--- src/rtl/ahb_bus_arbiter.sv ---
`default_nettype none
// ============================================================================
// Module  : ahb_bus_arbiter
// Brief   : Round-robin AHB arbiter for the AHB-to-APB bridge slave port.
//           Re-arbitrates only at burst boundaries. Locked transfers are
//           honoured when AHB_ARB_LOCK_EN is defined.
// Revision: 1.0
// ============================================================================
module ahb_bus_arbiter #(
  parameter int NUM_MASTERS    = 4,
  parameter int DEFAULT_MASTER = 0,
  parameter int IDX_W          = 2
) (
  input  logic                   HCLK,
  input  logic                   HRESET,
  input  logic [NUM_MASTERS-1:0] HBUSREQ,
  input  logic [NUM_MASTERS-1:0] HLOCK,
  input  logic [1:0]             HTRANS,
  input  logic [2:0]             HBURST,
  input  logic                   HREADY,
  output logic [NUM_MASTERS-1:0] HGRANT,
  output logic [IDX_W-1:0]       HMASTER,
  output logic [IDX_W-1:0]       HMASTER_DP,
  output logic                   HMASTLOCK
);

  localparam logic [1:0] c_trans_idle   = 2'b00;
  localparam logic [1:0] c_trans_busy   = 2'b01;
  localparam logic [1:0] c_trans_nonseq = 2'b10;
  localparam logic [1:0] c_trans_seq    = 2'b11;

  localparam logic [1:0] c_st_park   = 2'd0;
  localparam logic [1:0] c_st_own    = 2'd1;
  localparam logic [1:0] c_st_burst  = 2'd2;
`ifdef AHB_ARB_LOCK_EN
  localparam logic [1:0] c_st_locked = 2'd3;
`endif

  localparam logic [IDX_W-1:0]       c_default_idx   = IDX_W'(DEFAULT_MASTER);
  localparam logic [NUM_MASTERS-1:0] c_default_grant = NUM_MASTERS'(1) << DEFAULT_MASTER;

  logic [1:0]             r_state;
  logic [1:0]             w_state_next;
  logic [3:0]             r_cnt;
  logic [3:0]             w_cnt_next;
  logic [IDX_W-1:0]       r_rr_ptr;
  logic [IDX_W-1:0]       r_owner;
  logic [NUM_MASTERS-1:0] r_hgrant;
  logic [IDX_W-1:0]       r_hmaster;
  logic [IDX_W-1:0]       r_hmaster_dp;
  logic                   r_hmastlock;

  logic                   w_locked;
  logic                   w_owner_lock;
  logic                   w_lock_ok;
  logic                   w_lock_take;
  logic                   w_arb_ok;
  logic                   w_any_req;
  logic                   w_found;
  logic [IDX_W-1:0]       w_scan;
  logic [IDX_W-1:0]       w_winner;
  logic [NUM_MASTERS-1:0] w_winner_oh;

  // Remaining beats after the one on the bus this cycle.
  always_comb begin : p_cnt_next
    w_cnt_next = r_cnt;
    case (HTRANS)
      c_trans_idle:   w_cnt_next = 4'd0;
      c_trans_busy:   w_cnt_next = r_cnt;
      c_trans_nonseq: begin
        case (HBURST)
          3'd2, 3'd3: w_cnt_next = 4'd3;
          3'd4, 3'd5: w_cnt_next = 4'd7;
          3'd6, 3'd7: w_cnt_next = 4'd15;
          default:    w_cnt_next = 4'd0;
        endcase
      end
      c_trans_seq:    w_cnt_next = (r_cnt == 4'd0) ? 4'd0 : r_cnt - 4'd1;
      default:        w_cnt_next = r_cnt;
    endcase
  end

`ifdef AHB_ARB_LOCK_EN
  logic w_unlock;
  assign w_owner_lock = HLOCK[r_owner];
  assign w_unlock     = w_locked && HREADY && !w_owner_lock && (HTRANS == c_trans_idle);
  assign w_lock_ok    = !w_locked || w_unlock;
`else
  logic w_unused_hlock;
  assign w_unused_hlock = |HLOCK;
  assign w_owner_lock   = 1'b0;
  assign w_lock_ok      = 1'b1;
`endif

  assign w_any_req   = |HBUSREQ;
  assign w_arb_ok    = HREADY && w_lock_ok && (HTRANS != c_trans_busy) &&
                       ((HTRANS == c_trans_idle) || (w_cnt_next <= 4'd1));
  assign w_lock_take = w_arb_ok && w_owner_lock;

  // Round-robin scan starting after the last winner; parks when nobody asks.
  always_comb begin : p_winner
    w_found     = 1'b0;
    w_scan      = c_default_idx;
    w_winner    = c_default_idx;
    w_winner_oh = '0;
    for (int k = 1; k <= NUM_MASTERS; k++) begin
      w_scan = IDX_W'((int'(r_rr_ptr) + k) % NUM_MASTERS);
      if (!w_found && HBUSREQ[w_scan]) begin
        w_found  = 1'b1;
        w_winner = w_scan;
      end
    end
    w_winner_oh[w_winner] = 1'b1;
  end

  always_ff @(posedge HCLK) begin : p_state_reg
    if (HRESET) r_state <= c_st_park;
    else        r_state <= w_state_next;
  end

  always_comb begin : p_next_state
    w_state_next = r_state;
    if (w_arb_ok) begin
      w_state_next = w_any_req ? c_st_own : c_st_park;
`ifdef AHB_ARB_LOCK_EN
      if (w_lock_take) w_state_next = c_st_locked;
`endif
    end else if (HREADY && !w_locked) begin
      if (w_cnt_next > 4'd1)          w_state_next = c_st_burst;
      else if (r_state == c_st_burst) w_state_next = c_st_own;
    end
  end

  always_comb begin : p_state_out
`ifdef AHB_ARB_LOCK_EN
    w_locked = (r_state == c_st_locked);
`else
    w_locked = 1'b0;
`endif
  end

  always_ff @(posedge HCLK) begin : p_datapath
    if (HRESET) begin
      r_cnt        <= 4'd0;
      r_rr_ptr     <= c_default_idx;
      r_owner      <= c_default_idx;
      r_hgrant     <= c_default_grant;
      r_hmaster    <= c_default_idx;
      r_hmaster_dp <= c_default_idx;
      r_hmastlock  <= 1'b0;
    end else if (HREADY) begin
      r_cnt        <= w_cnt_next;
      r_hmaster    <= r_owner;
      r_hmaster_dp <= r_hmaster;
      r_hmastlock  <= w_owner_lock;
      if (w_arb_ok && !w_lock_take) begin
        r_owner  <= w_winner;
        r_hgrant <= w_winner_oh;
        if (w_winner != r_owner) r_rr_ptr <= w_winner;
      end
    end
  end

  assign HGRANT     = r_hgrant;
  assign HMASTER    = r_hmaster;
  assign HMASTER_DP = r_hmaster_dp;
  assign HMASTLOCK  = r_hmastlock;

endmodule
`default_nettype wire

--- config.mk ---
export PLATFORM = sky130hd
export DESIGN_NAME = ahb_bus_arbiter
export DESIGN_NICKNAME = d
export VERILOG_FILES = /design/src/rtl/ahb_bus_arbiter.sv
export SDC_FILE = /design/constraint.sdc
export NUM_CORES = 1
export LEC_CHECK = 0
export CAP_MARGIN = 20
export CORE_AREA = 2 2 49 51
export DETAILED_ROUTE_END_ITERATION = 7
export DIE_AREA = 0 0 51 53
export GPL_ROUTABILITY_DRIVEN = 0
export PLACE_DENSITY = 0.72
export SLEW_MARGIN = 0
export SYNTH_ARGS = -nofsm -noshare
export SYNTH_HDL_FRONTEND = slang
export SYNTH_SLANG_ARGS = --single-unit
--- constraint.sdc ---
create_clock -name HCLK -period 2.9 [get_ports HCLK]
set_input_delay 0.87 -clock HCLK [delete_from_list [all_inputs] [get_ports HCLK]]
set_output_delay 0.87 -clock HCLK [all_outputs]
set_load 0.02 [all_outputs]
==> summary.txt <==
STA
  • Setup WS post-layout: 399 ps
  • Worst-Margin Slew: 608 ps
  • Slew HR: 0.593
  • Setup TNS: 0 ps
  • Setup Skew: 3.36 ps
  • Final setup viols: 0
  • FMAX: about 400 MHz
  • Fin. Hold Viols: 0
  • Slew Limit Fails: 0
  • Unrepaired setup endpoints after global routing: false
  • Final min period: 2500 ps
  • Final period utilization: 0.863

Floorplan
  • CORE AREA: between 2000 and 2500 um^2
  • Starting Density: 0.439
  • Vert. Die Dim: between 50 and 60 um
  • FP Rows: 17
  • Die W: roughly 51 um
  • I/O pin count: 25
  • Full die area: ~2700 um^2

Detailed routing
  • ANT nets after route: 0
  • DR vias: approximately 840
  • Via/cell ratio: roughly 5.2
  • Initial DRC Count: 13
  • Routed WL: 1740 um
  • Routed wire per std cell: approximately 11 um
  • TritonRoute pass-1 iters: 4
  • DRC Markers: 0

Finish
  • Fin nets: between 150 and 200
  • Reg area: 320 um^2
  • Share of layout cells above drive strength 1: 0.135
  • Filler cell count in the final layout: slightly above 200
  • Non-Filler Instances: ~160
  • Diodes inserted: 0
  • Synth-to-layout area growth: 24.3%
  • Final instance area: approximately 1200 um^2
  • Multi-input logic area: roughly 540 um^2

GRT
  • Global-route met2 utilization: 0.249
  • Total GRT Usage: 0.143
  • Met3 GRT Util: 0.0339
  • Vias in the first global route: between 700 and 800
  • Number of antenna violations at the first check in global routing: 0
  • First-pass GRT wire length: slightly below 3000 um
  • Pin count of the biggest net entering global routing: 18
  • GR Layer Usage met1: 0.160
  • Gr ovfl total: 0
  • Global routing's busiest layer: met2

Clocking
  • # H-tree levels: 1
  • CTS resizes: 0
  • CTS tree: done
  • Clk pin slew, worst setup/hold paths: ~90 ps
  • TritonCTS Sinks: 16
  • Hold buffer count at CTS: 0
  • Postcts setup bufs: 0
  • Worst-skew pair later-pin latency: just under 300 ps
  • CTS Root Buffer Type: clkbuf_4
  • CTS buffer count: 3
  • Clock buffer depth: 2

Synthesis
  • Seq cells post-synth: 16
  • Synth unique cells: 42
  • Yosys warnings: 0
  • Post-Syn Area: around 940 um^2
  • Ys async rst share: 0
  • Synth Instances: 112
  • EDFF count, synth: 0
  • Synth Net Count: approximately 130
  • Mapped Avg Cell Area: ~8.4 um^2
  • Sequential area share after synthesis: 0.340
  • Most used DFF post-synth: dfxtp_1

Worst setup path
  • Crit. Startpoint: HTRANS[0]
  • Max FO, Critical Path: 9
  • Reg2reg end: HGRANT[3]
  • CP Class: in -> reg
  • FF-to-FF path depth: 9
  • End point of the critical path: HGRANT[3]
  • Reg-to-Reg Start: r_cnt[0]
  • Reg2reg setup slack: around 880 ps
  • Data required, critical path: 3110 ps
  • Arrival @ worst endpoint: 2710 ps
  • Crit end category: register
  • Startpoint Class: primary input

Placed design
  • Cell area after placement: between 1000 and 1500 um^2
  • Placed Cells: 157
  • DP Worst Slack: roughly 92 ps
  • DP HPWL: about 1400 um
  • Buffers on Ports: 18

Power
  • P_leak: between 0.4 and 0.5 nW
  • Pwr Density: around 450 nW/um^2
  • VDD IR max: roughly 0.28 mV

Min path
  • Hold WC Path Type: reg -> reg

Flow run
  • Max-cap violation count: 0

Outcome
  • Status: finished, final reports clean
[routing by layer]
metal / share of wire / vias to the layer above
met5: 0 / -
met4: 0.021 / 0
met3: 0.043 / 5
met2: 0.48 / 18
met1: 0.45 / 377
li1: - / 437
[layout by cell type (no fill, tap or decap), drive strengths merged, types with 2 or more instances in the layout]
cell and instances:
dfxtp 16, a31oi 2, o21ai 7, nor2b 2, inv 7, nor3b 2, nand2b 2, a32oi 4
a211oi 3, clkbuf 4, buf 5, or3 3, nor2 15, mux2i 6, clkdlybuf4s50 18, nor3 3
nand2 12, a21oi 6
[Yosys cell counts (3+ instances only)]
cell,n,area [um^2]
a211oi_2,3,37.5
a21oi_1,6,30.0
a32oi_1,4,35.0
dfxtp_1,16,320
inv_1,5,18.8
mux2i_1,6,60.1
nand2_1,12,45.0
nor2_1,15,56.3
o21ai_0,5,25.0
or3_1,3,18.8
[logic make-up (layout without fill, tap and decap cells)]
kind of cell	after synthesis	in the layout	share of synthesized area
flops	16	16	0.340
other cells	1	1	0.00398
fa+ha+maj	1	1	0.0133
simple gates	43	43	0.222
compound gates	31	31	0.254
buf+inv	13	34	0.0916
mux	7	7	0.0757
[metrics by stage]
| step | utilization | hold WS (ps) | power (W) |
|---|---|---|---|
| global placement | 0.528 | 440 | 0.000388 |
| floorplan | - | 467 | 0.000347 |
| CTS | 0.545 | 464 | 0.000537 |
| finish | 0.545 | 461 | 0.000530 |
| global route | 0.545 | 484 | 0.000564 |
| detailed placement | 0.528 | 451 | 0.000390 |
[sequential cells by signal, summed over array words and instances (netlist names)]
register and count:
HGRANT 4, r_cnt 4, HMASTER 2, HMASTER_DP 2, r_owner 2, r_rr_ptr 2
[worst max-delay path, cell delays in order]
cell             delay (ps)
clkdlybuf4s50_1         520
inv_2                   150
o21ai_0                 110
a211oi_2                260
a31oi_2                 130
buf_4                   180
or3_1                   340
a21oi_1                 150
[cell type report]
type                            instances  share of cell area
Timing Repair Buffer                   23               0.186
Inverter                                7              0.0224
Multi-Input combinational cell         83               0.457
Tap cell                               28              0.0299
Sequential cell                        16               0.274
Clock buffer                            4              0.0310
[how the worst min path moves through the flow]
stage                     depth (start not counted)           to  slack [ps]         from
after floorplan                                   2  r_rr_ptr[0]         470  r_rr_ptr[0]
after global placement                            2    HGRANT[3]         440    HGRANT[3]
after detailed placement                          2    HGRANT[2]         450    HGRANT[2]
after CTS                                         2    HGRANT[2]         460    HGRANT[2]
after global routing                              2    HGRANT[2]         480    HGRANT[2]
final                                             2    HGRANT[2]         460    HGRANT[2]
[report_power, final]
part | total (W) | leakage [nW] | internal (W) | switching, W
sequential | 0.000244 | 0.130 | 0.000234 | 0.00000999
clock | 0.000146 | 0.0210 | 0.0000765 | 0.0000697
combinational | 0.000140 | 0.299 | 0.0000679 | 0.0000722
Note: power is estimated with default switching activity, not from simulation.
